File: src/rtl/sigmoid_backward_if.sv
// Handshake and data bundle between a sigmoid-gradient producer and the sigmoid_backward engine.
// No logic inside; timing is set entirely by the engine.
// The slave side accepts operands only while in_ready is high and holds results until out_ready.
interface sigmoid_backward_if #(
  parameter int WIDTH = 32
);
  logic                    in_valid;
  logic                    in_ready;
  logic signed [WIDTH-1:0] y_in;
  logic signed [WIDTH-1:0] grad_in;
  logic                    out_valid;
  logic                    out_ready;
  logic signed [WIDTH-1:0] grad_out;
  logic                    busy;

  // Operand source / result sink side.
  modport master (
    output in_valid, y_in, grad_in, out_ready,
    input  in_ready, out_valid, grad_out, busy
  );

  // Compute engine side.
  modport slave (
    input  in_valid, y_in, grad_in, out_ready,
    output in_ready, out_valid, grad_out, busy
  );
endinterface

File: src/rtl/sigmoid_backward.sv
// Sigmoid backward pass: grad_out = g * y * (1 - y) in signed Q(WIDTH-FRAC).FRAC, y clamped to [0, ONE].
// Latency: out_valid rises 2*WIDTH+1 edges after the accepting edge (two serial shift-add multiplies + sign fixup).
// Backpressure: one operation in flight; in_ready only in IDLE, result held in DONE until out_ready.
module sigmoid_backward #(
  parameter int WIDTH = 32,
  parameter int FRAC  = 24
) (
  input  logic              clk,
  input  logic              rst_n,
  sigmoid_backward_if.slave bus
);

  localparam int             CW       = $clog2(WIDTH + 1);
  localparam logic [WIDTH-1:0] ONE    = WIDTH'(1) << FRAC;
  localparam logic [CW-1:0]  LAST_BIT = CW'(WIDTH - 1);
  localparam logic [CW-1:0]  FIN_CNT  = CW'(WIDTH);

  typedef enum logic [1:0] {
    IDLE = 2'd0,
    MUL1 = 2'd1,
    MUL2 = 2'd2,
    DONE = 2'd3
  } state_t;

  state_t             state_q;
  logic [CW-1:0]      cnt_q;
  logic [2*WIDTH-1:0] mcand_q;     // multiplicand, shifted left one place per step
  logic [WIDTH-1:0]   mplier_q;    // multiplier, consumed LSB first
  logic [2*WIDTH-1:0] acc_q;       // full-width partial product sum
  logic [WIDTH-1:0]   gmag_q;      // |g|, unsigned so -2^(WIDTH-1) has a representable magnitude
  logic               gneg_q;
  logic [WIDTH-1:0]   grad_q;
  logic               in_ready_q;
  logic               out_valid_q;
  logic               busy_q;

  logic [WIDTH-1:0]   y_raw;
  logic [WIDTH-1:0]   g_raw;
  logic [WIDTH-1:0]   y_clamp_d;
  logic [WIDTH-1:0]   gmag_d;
  logic [2*WIDTH-1:0] acc_step_d;
  logic [WIDTH-1:0]   d_d;
  logic [WIDTH-1:0]   m_d;
  logic [WIDTH-1:0]   res_d;

  assign y_raw = bus.y_in;
  assign g_raw = bus.grad_in;

  // Operand conditioning, one shift-add step, and the truncated/sign-corrected results.
  always_comb begin
    y_clamp_d = y_raw;
    if (y_raw[WIDTH-1]) begin
      y_clamp_d = '0;
    end else if (y_raw > ONE) begin
      y_clamp_d = ONE;
    end
    gmag_d     = g_raw[WIDTH-1] ? (WIDTH'(0) - g_raw) : g_raw;
    acc_step_d = mplier_q[0] ? (acc_q + mcand_q) : acc_q;
    // Truncating >> FRAC; both products are known to fit WIDTH bits after the shift.
    d_d        = acc_step_d[FRAC +: WIDTH];
    m_d        = acc_q[FRAC +: WIDTH];
    res_d      = gneg_q ? (WIDTH'(0) - m_d) : m_d;
  end

  // Control FSM with registered handshake outputs and the serial datapath.
  always_ff @(posedge clk or negedge rst_n) begin
    if (!rst_n) begin
      state_q     <= IDLE;
      cnt_q       <= '0;
      mcand_q     <= '0;
      mplier_q    <= '0;
      acc_q       <= '0;
      gmag_q      <= '0;
      gneg_q      <= 1'b0;
      grad_q      <= '0;
      in_ready_q  <= 1'b1;
      out_valid_q <= 1'b0;
      busy_q      <= 1'b0;
    end else begin
      case (state_q)
        IDLE: begin
          if (bus.in_valid) begin
            // First multiply: y * (ONE - y), y already clamped.
            mcand_q    <= {{WIDTH{1'b0}}, y_clamp_d};
            mplier_q   <= ONE - y_clamp_d;
            acc_q      <= '0;
            gmag_q     <= gmag_d;
            gneg_q     <= g_raw[WIDTH-1];
            cnt_q      <= '0;
            state_q    <= MUL1;
            in_ready_q <= 1'b0;
            busy_q     <= 1'b1;
          end
        end
        MUL1: begin
          if (cnt_q == LAST_BIT) begin
            // Last bit of the first product: hand d straight over as the second multiplier.
            mcand_q  <= {{WIDTH{1'b0}}, gmag_q};
            mplier_q <= d_d;
            acc_q    <= '0;
            cnt_q    <= '0;
            state_q  <= MUL2;
          end else begin
            acc_q    <= acc_step_d;
            mcand_q  <= mcand_q << 1;
            mplier_q <= mplier_q >> 1;
            cnt_q    <= cnt_q + 1'b1;
          end
        end
        MUL2: begin
          if (cnt_q == FIN_CNT) begin
            // Extra cycle after the WIDTH steps: truncate and restore the sign of g.
            grad_q      <= res_d;
            out_valid_q <= 1'b1;
            state_q     <= DONE;
          end else begin
            acc_q    <= acc_step_d;
            mcand_q  <= mcand_q << 1;
            mplier_q <= mplier_q >> 1;
            cnt_q    <= cnt_q + 1'b1;
          end
        end
        DONE: begin
          if (bus.out_ready) begin
            out_valid_q <= 1'b0;
            in_ready_q  <= 1'b1;
            busy_q      <= 1'b0;
            state_q     <= IDLE;
          end
        end
        default: begin
          state_q     <= IDLE;
          in_ready_q  <= 1'b1;
          out_valid_q <= 1'b0;
          busy_q      <= 1'b0;
        end
      endcase
    end
  end

  assign bus.in_ready  = in_ready_q;
  assign bus.out_valid = out_valid_q;
  assign bus.busy      = busy_q;
  assign bus.grad_out  = grad_q;

endmodule

File: src/flat_wrapper.sv
// flat-port wrapper written by rule: the top's interface ports become plain ports
module sigmoid_backward_flat 
#(
  parameter int WIDTH = 32,
  parameter int FRAC  = 24
)
  (clk, rst_n, bus_in_valid, bus_y_in, bus_grad_in, bus_out_ready, bus_in_ready, bus_out_valid, bus_grad_out, bus_busy);
  sigmoid_backward_if #(.WIDTH(WIDTH)) bus_i ();
  input  logic clk;
  input  logic rst_n;
  input wire logic [$bits(bus_i.in_valid)-1:0] bus_in_valid;
  input wire logic [$bits(bus_i.y_in)-1:0] bus_y_in;
  input wire logic [$bits(bus_i.grad_in)-1:0] bus_grad_in;
  input wire logic [$bits(bus_i.out_ready)-1:0] bus_out_ready;
  output wire logic [$bits(bus_i.in_ready)-1:0] bus_in_ready;
  output wire logic [$bits(bus_i.out_valid)-1:0] bus_out_valid;
  output wire logic [$bits(bus_i.grad_out)-1:0] bus_grad_out;
  output wire logic [$bits(bus_i.busy)-1:0] bus_busy;
  assign bus_i.in_valid = bus_in_valid;
  assign bus_i.y_in = bus_y_in;
  assign bus_i.grad_in = bus_grad_in;
  assign bus_i.out_ready = bus_out_ready;
  assign bus_in_ready = bus_i.in_ready;
  assign bus_out_valid = bus_i.out_valid;
  assign bus_grad_out = bus_i.grad_out;
  assign bus_busy = bus_i.busy;
  sigmoid_backward #(.WIDTH(WIDTH), .FRAC(FRAC)) u_core (.clk(clk), .rst_n(rst_n), .bus(bus_i));
endmodule
File: config.mk
export PLATFORM = sky130hd
export DESIGN_NAME = sigmoid_backward_flat
export DESIGN_NICKNAME = d
export VERILOG_FILES = /design/src/rtl/sigmoid_backward_if.sv /design/src/rtl/sigmoid_backward.sv /design/src/flat_wrapper.sv
export SDC_FILE = /design/constraint.sdc
export NUM_CORES = 1
export LEC_CHECK = 0
export ABC_AREA = 0
export ABC_CLOCK_PERIOD_IN_PS = 4200
export BUFFER_PORTS_ARGS = -buffer_cell sky130_fd_sc_hd__buf_2
export CAP_MARGIN = 30
export CORE_AREA = 4 4 208 210
export CTS_CLUSTER_DIAMETER = 150
export DETAILED_ROUTE_END_ITERATION = 8
export DIE_AREA = 0 0 212 214
export SETUP_SLACK_MARGIN = 0.4
export SLEW_MARGIN = 30
export SYNTH_ARGS = -nofsm -noshare
export SYNTH_HDL_FRONTEND = slang
export SYNTH_SLANG_ARGS = --single-unit
File: constraint.sdc
create_clock -name clk -period 4.2 [get_ports clk]
set_clock_uncertainty 0.15 [all_clocks]
set_input_delay 0.42 -clock clk [delete_from_list [all_inputs] [get_ports clk]]
set_output_delay 0.42 -clock clk [all_outputs]
set_load 0.05 [all_outputs]
After elaboration in Yosys (flattened, before gate mapping)
Cells that the tools add are included.
{"block": "word_totals", "input_bits": 68, "elab_cells": 71, "ram_bits": 0, "latch_bits": 0, "mem_bits_ro": 0, "memories": 0, "register_bits": 236}
{"block": "classes", "bitwise": 0, "eq_ne": 10, "n_lt_le_gt_ge": 1, "n_mux": 34, "n_shift": 0, "div": 0, "n_reduce_logical": 10, "addsub": 5, "mul": 0}
{"operator": "2-to-1 mux 64 bit", "count": 7}
{"operator": "one-hot mux 64 bit (3 select lines)", "count": 2}
{"operator": "2-to-1 mux 32 bit", "count": 5}
{"operator": "one-hot mux 32 bit (3 select lines)", "count": 1}
{"operator": "adder 64 bit", "count": 1}
{"operator": "subtractor 1 x 32 -> 32 bit, first input constant", "count": 2}
{"operator": "2-to-1 mux 31 bit", "count": 2}
{"operator": "> comparator 32 x 25 -> 1 bit, second input constant", "count": 1}
{"operator": "subtractor 25 x 32 -> 32 bit, first input constant", "count": 1}
{"operator": "2-to-1 mux 6 bit", "count": 3}
{"operator": "one-hot mux 6 bit (3 select lines)", "count": 1}
{"operator": "AND reduction 3 bit", "count": 3}
{"operator": "2-to-1 mux 2 bit", "count": 4}
{"operator": "one-hot mux 2 bit (4 select lines)", "count": 1}
{"operator": "adder 6 x 1 -> 6 bit, second input constant", "count": 1}
{"operator": "== test 6 x 5 -> 1 bit, second input constant", "count": 1}
{"operator": "== test 6 bit, second input constant", "count": 1}
{"operator": "inequality test 2 bit, second input constant", "count": 3}
{"operator": "one-hot mux 1 bit (2 select lines)", "count": 3}
{"operator": "2-to-1 mux 1 bit", "count": 5}
{"operator": "== test 2 bit, second input constant", "count": 2}
{"operator": "inequality test 2 x 1 -> 1 bit, second input constant", "count": 2}
{"operator": "AND reduction 2 bit", "count": 2}
{"operator": "AND reduction 4 bit", "count": 1}
{"operator": "4 further kinds", "count": 5}

Depth between registers and ports, before layout
{"block": "depth", "ltp_word": 6, "ltp_mapped": 18, "ltp_nobuf": 16}

Least setup slack after synthesis
No wires, ideal clock.
{"block": "synth_path", "path_type": "input port to flip-flop", "start": "in bus_y_in[25]", "end": "reg u_core.mplier_q[24]", "stages": 18, "t_required_ns": 3.956, "arrival_time_ns": 3.924, "n_path_buf": 2, "setup_slack_ns": 0.032, "cell_sequence": "or4b_2 nor4_1 nand4_1 a21oi_1 clkbuf_1 buf_1 nand2_1 ha_1 inv_1 nor3_1 and2_1 nand2_1 o31ai_1 nand2_1 xor2_1 o21ai_0 o22ai_1 a211oi_1"}
{"block": "synth_between", "elab_chain_cells": 6}
{"element": "start, declared", "line_no": "flat_wrapper.sv:12", "source": "input wire logic [$bits(bus_i.y_in)-1:0] bus_y_in;"}
{"element": "> comparator 32 x 25 -> 1 bit", "line_no": "sigmoid_backward.sv:54", "source": "end else if (y_raw > ONE) begin"}
{"element": "2-to-1 mux 31 bit", "line_no": "sigmoid_backward.sv:54"}
{"element": "2-to-1 mux 31 bit", "line_no": "sigmoid_backward.sv:52", "source": "if (y_raw[WIDTH-1]) begin"}
{"element": "subtractor 25 x 32 -> 32 bit", "line_no": "sigmoid_backward.sv:85", "source": "mplier_q <= ONE - y_clamp_d;"}
{"element": "2-to-1 mux 32 bit", "line_no": "sigmoid_backward.sv:82", "source": "if (bus.in_valid) begin"}
{"element": "one-hot mux 32 bit (3 select lines)", "line_no": "sigmoid_backward.sv:80", "source": "case (state_q)"}
{"element": "end signal, assigned", "line_no": "sigmoid_backward.sv:85"}
{"element": "end signal, assigned", "line_no": "sigmoid_backward.sv:106", "source": "mplier_q <= mplier_q >> 1;"}
{"element": "end signal, assigned", "line_no": "sigmoid_backward.sv:119", "source": "mplier_q <= mplier_q >> 1;"}
{"element": "end, declared", "line_no": "sigmoid_backward.sv:28", "source": "logic [WIDTH-1:0] mplier_q;"}
No other way between the ends. The select of a mux whose other input is x is not followed.
A chain may end at the register's enable or synchronous reset.

Final worst setup path
{"block": "layout_path", "start": "reg u_core.mcand_q[22]", "end": "reg u_core.mplier_q[27]"}
{"block": "layout_between", "elab_chain_cells": 4}
{"element": "start, declared", "line_no": "sigmoid_backward.sv:27", "source": "logic [2*WIDTH-1:0] mcand_q;"}
{"element": "start signal, assigned", "line_no": "sigmoid_backward.sv:84", "source": "mcand_q <= {{WIDTH{1'b0}}, y_clamp_d};"}
{"element": "start signal, assigned", "line_no": "sigmoid_backward.sv:98", "source": "mcand_q <= {{WIDTH{1'b0}}, gmag_q};"}
{"element": "start signal, assigned", "line_no": "sigmoid_backward.sv:105", "source": "mcand_q <= mcand_q << 1;"}
{"element": "adder 64 bit", "line_no": "sigmoid_backward.sv:58", "source": "acc_step_d = mplier_q[0] ? (acc_q + mcand_q) : acc_q;"}
{"element": "2-to-1 mux 64 bit", "line_no": "sigmoid_backward.sv:58"}
{"element": "2-to-1 mux 32 bit", "line_no": "sigmoid_backward.sv:96", "source": "if (cnt_q == LAST_BIT) begin"}
{"element": "one-hot mux 32 bit (3 select lines)", "line_no": "sigmoid_backward.sv:80"}
No other way between the ends.

==> impl_metrics.tcl <==
set metrics [dict create \
    status "finished, final reports clean" \
    final_cell_count_no_fill 2325 \
    drive_gt1_frac 0.132 \
    synth_ff_type "dfrtp_1" \
    grt_pass1_vias 12672 \
    mostFrequentLayoutCell "nand2_1" \
    drtIter0Drc 1085 \
    grt_start_max_net_pins 118 \
    gp_congestion 0.917 \
    crit_type "flip-flop to flip-flop" \
    fp.coreArea_sq_um 41600 \
    clock-sinks 220 \
    drt-total-wl_mm 45.6 \
    fp.dieH_um 214 \
    fin_util 0.403 \
    p_leak_nw 7.59 \
    worstPathArrival_ns 3.88 \
    synth_edf_count 0 \
    initial_core_util 0.347 \
    crit_path_start_kind "flip-flop" \
    setup_violations 0 \
    critPathMaxFanout 10 \
    syn_avg_cell_area_sq_um 8.52 \
    antenna_found_initial 4 \
    cts_root_buf "clkbuf_16" \
    synth_cells 1691 \
    synth_area_sq_um 14400 \
    overflow 0 \
    slew_headroom 0.335 \
    via_per_inst 5.73 \
    layout_common_cells "nand2_1, dfrtp_1, o21ai_0, nor2_1, a21oi_1" \
    grt_usage 0.195 \
    syn2layout_area_growth_pct 16.3 \
    hold_viol_final 0 \
    synth_cell_type_count 73 \
    ir_drop_mv 0.706 \
    grt_first_pass_wirelength_mm 72.3 \
    cts_tree "done" \
    die_w_um 212 \
    ys_seq_elements 220 \
    dp_cells 2263 \
    rsz0062_at_grt "no" \
    dp_hpwl_mm 33.8 \
    clockBufferDepth 3 \
    synth_fp_nets 1824 \
    maxClockFrequency_mhz 274 \
    ant_nets 0 \
    drc_errors 0 \
    tightest_slew_ns 0.998 \
    io_buffers 102 \
    p_per_area_nw_per_um2 573 \
    layout.nets 1896 \
    ys_seq_area_frac 0.382 \
    clk_pin_slew_worst_paths_ns 0.06 \
    routedWlPerCell_um 19.6 \
    hold_path.class "primary input to flip-flop" \
    htreeDepth 1 \
    final.setup.tns_ns 0 \
    synthArstFlopShare 1.00 \
    critPathCaptureType "flip-flop" \
    period_share 0.869 \
    crit_required_ns 4.43 \
    yosysWarnings 0 \
    vias 13331 \
    drv_slew 0 \
    rows 75 \
    clock_latency_ns 0.56 \
    io-pin-count 103 \
    cts_buffers 28 \
    fin_crit_ns 3.65 \
    first_pass_iters 5 \
    drv_cap 0 \
    die-area_sq_um 45400 \
]
## synth_stat cells (all sizes together) (13+ instances only)
cell	instances	area [sq um]
xnor2	49	429
nand2	247	927
xor2	74	648
a21o	41	308
nor3	29	150
dfrtp	219	5480
or4	14	116
nor2	138	518
a21oi	110	551
a22o	39	342
inv	29	109
a31oi	29	181
ha	64	801
and3	16	100
o31ai	27	244
nand3	26	130
a221oi	48	420
o21a	14	105
and2	15	93.8
clkbuf	89	334
o21bai	13	97.6
o21ai	187	936
buf	16	67.6
## stage by stage
stage / total power (W) / area (sq um) / setup slack, ns / hold WS, ns
after floorplan: 0.00558 / 14400 / 0.400 / -0.0256
after global placement: 0.00677 / 15500 / 0.375 / 0.307
after detailed placement: 0.00684 / 15500 / 0.357 / 0.307
after CTS: 0.00963 / 16700 / 0.415 / 0.0211
after global routing: 0.0102 / 16800 / 0.402 / 0.0466
final: 0.00960 / 16800 / 0.551 / 0.0423
## final timing paths
path,slack [ns],cells after the start,to,start
max,0.55,13,u_core.mplier_q[27],u_core.mcand_q[22]
min,0.04,4,u_core.bus.in_ready,bus_in_valid
max in group asynchronous,2.50,4,u_core.acc_q[31],rst_n
max reg2reg,0.55,13,u_core.mplier_q[27],u_core.mcand_q[22]
min reg2reg,0.32,2,u_core.bus.grad_out[14],u_core.bus.grad_out[14]
min in group asynchronous,0.30,2,u_core.mcand_q[51],rst_n
## final cells by class
type / instances / area (sq um)
Multi-Input combinational cell: 1336 / 8450
Antenna cell: 1 / 2.50
Fill cell: 4199 / 24800
Clock buffer: 37 / 795
Sequential cell: 220 / 5510
Inverter: 30 / 113
Tap cell: 539 / 674
Timing Repair Buffer: 147 / 926
Clock inverter: 15 / 279
## cell families (layout without fill, tap and decap cells)
logic type,after synthesis,count (layout),synth area share
other,0,1,0
buffers and inverters,135,229,0.0357
DFF,220,220,0.382
AOI/OAI and AO/OA,583,583,0.265
xor gates and xnor gates,123,123,0.0748
muxes,15,15,0.0111
and+or+nand+nor,550,550,0.174
adders and majority gates,65,65,0.0570
## power by group
group | switching (W) | total (W) | internal, W
sequential | 0.000475 | 0.00308 | 0.00260
combinational | 0.00246 | 0.00377 | 0.00132
clock | 0.000989 | 0.00276 | 0.00177
## sequential cells by signal, indices dropped and copies added, names as in the netlist
signal,cells
u_core.mcand_q,56
u_core.acc_q,56
u_core.bus.grad_out,32
u_core.cnt_q,6
u_core.gmag_q,32
u_core.gneg_q,1
u_core.bus.busy,1
u_core.bus.out_valid,1
u_core.bus.in_ready,1
u_core.mplier_q,32
u_core.state_q,2
## routing by layer
metal  share of wire  track usage
met5         0.00079            0
met4           0.033       0.0564
met3           0.072       0.0385
met2            0.41        0.282
met1            0.48        0.295
## what timing repair did
action | 4_1_cts | 5_1_grt
hold buffers | 4 | 0
setup endpoints to repair | 1 | 26
hold endpoints to repair | 115 | 0
cloned | 0 | 0
buffers inserted | 0 | 4
pin swaps | 0 | 4
gates resized for setup | 1 | 9
## critical path, stage by stage (launching register included)
cell	delay [ns]
dfrtp_1	0.42
ha_1	0.32
buf_4	0.18
nand2_1	0.06
o21ai_1	0.13
a2111oi_1	0.61
nor3_1	0.13
a21oi_2	0.22
a31oi_1	0.24
a31oi_1	0.37
o21ai_0	0.18
xnor2_1	0.18
buf_4	0.15
a41oi_1	0.11
Note: power is estimated with default switching activity, not from simulation.
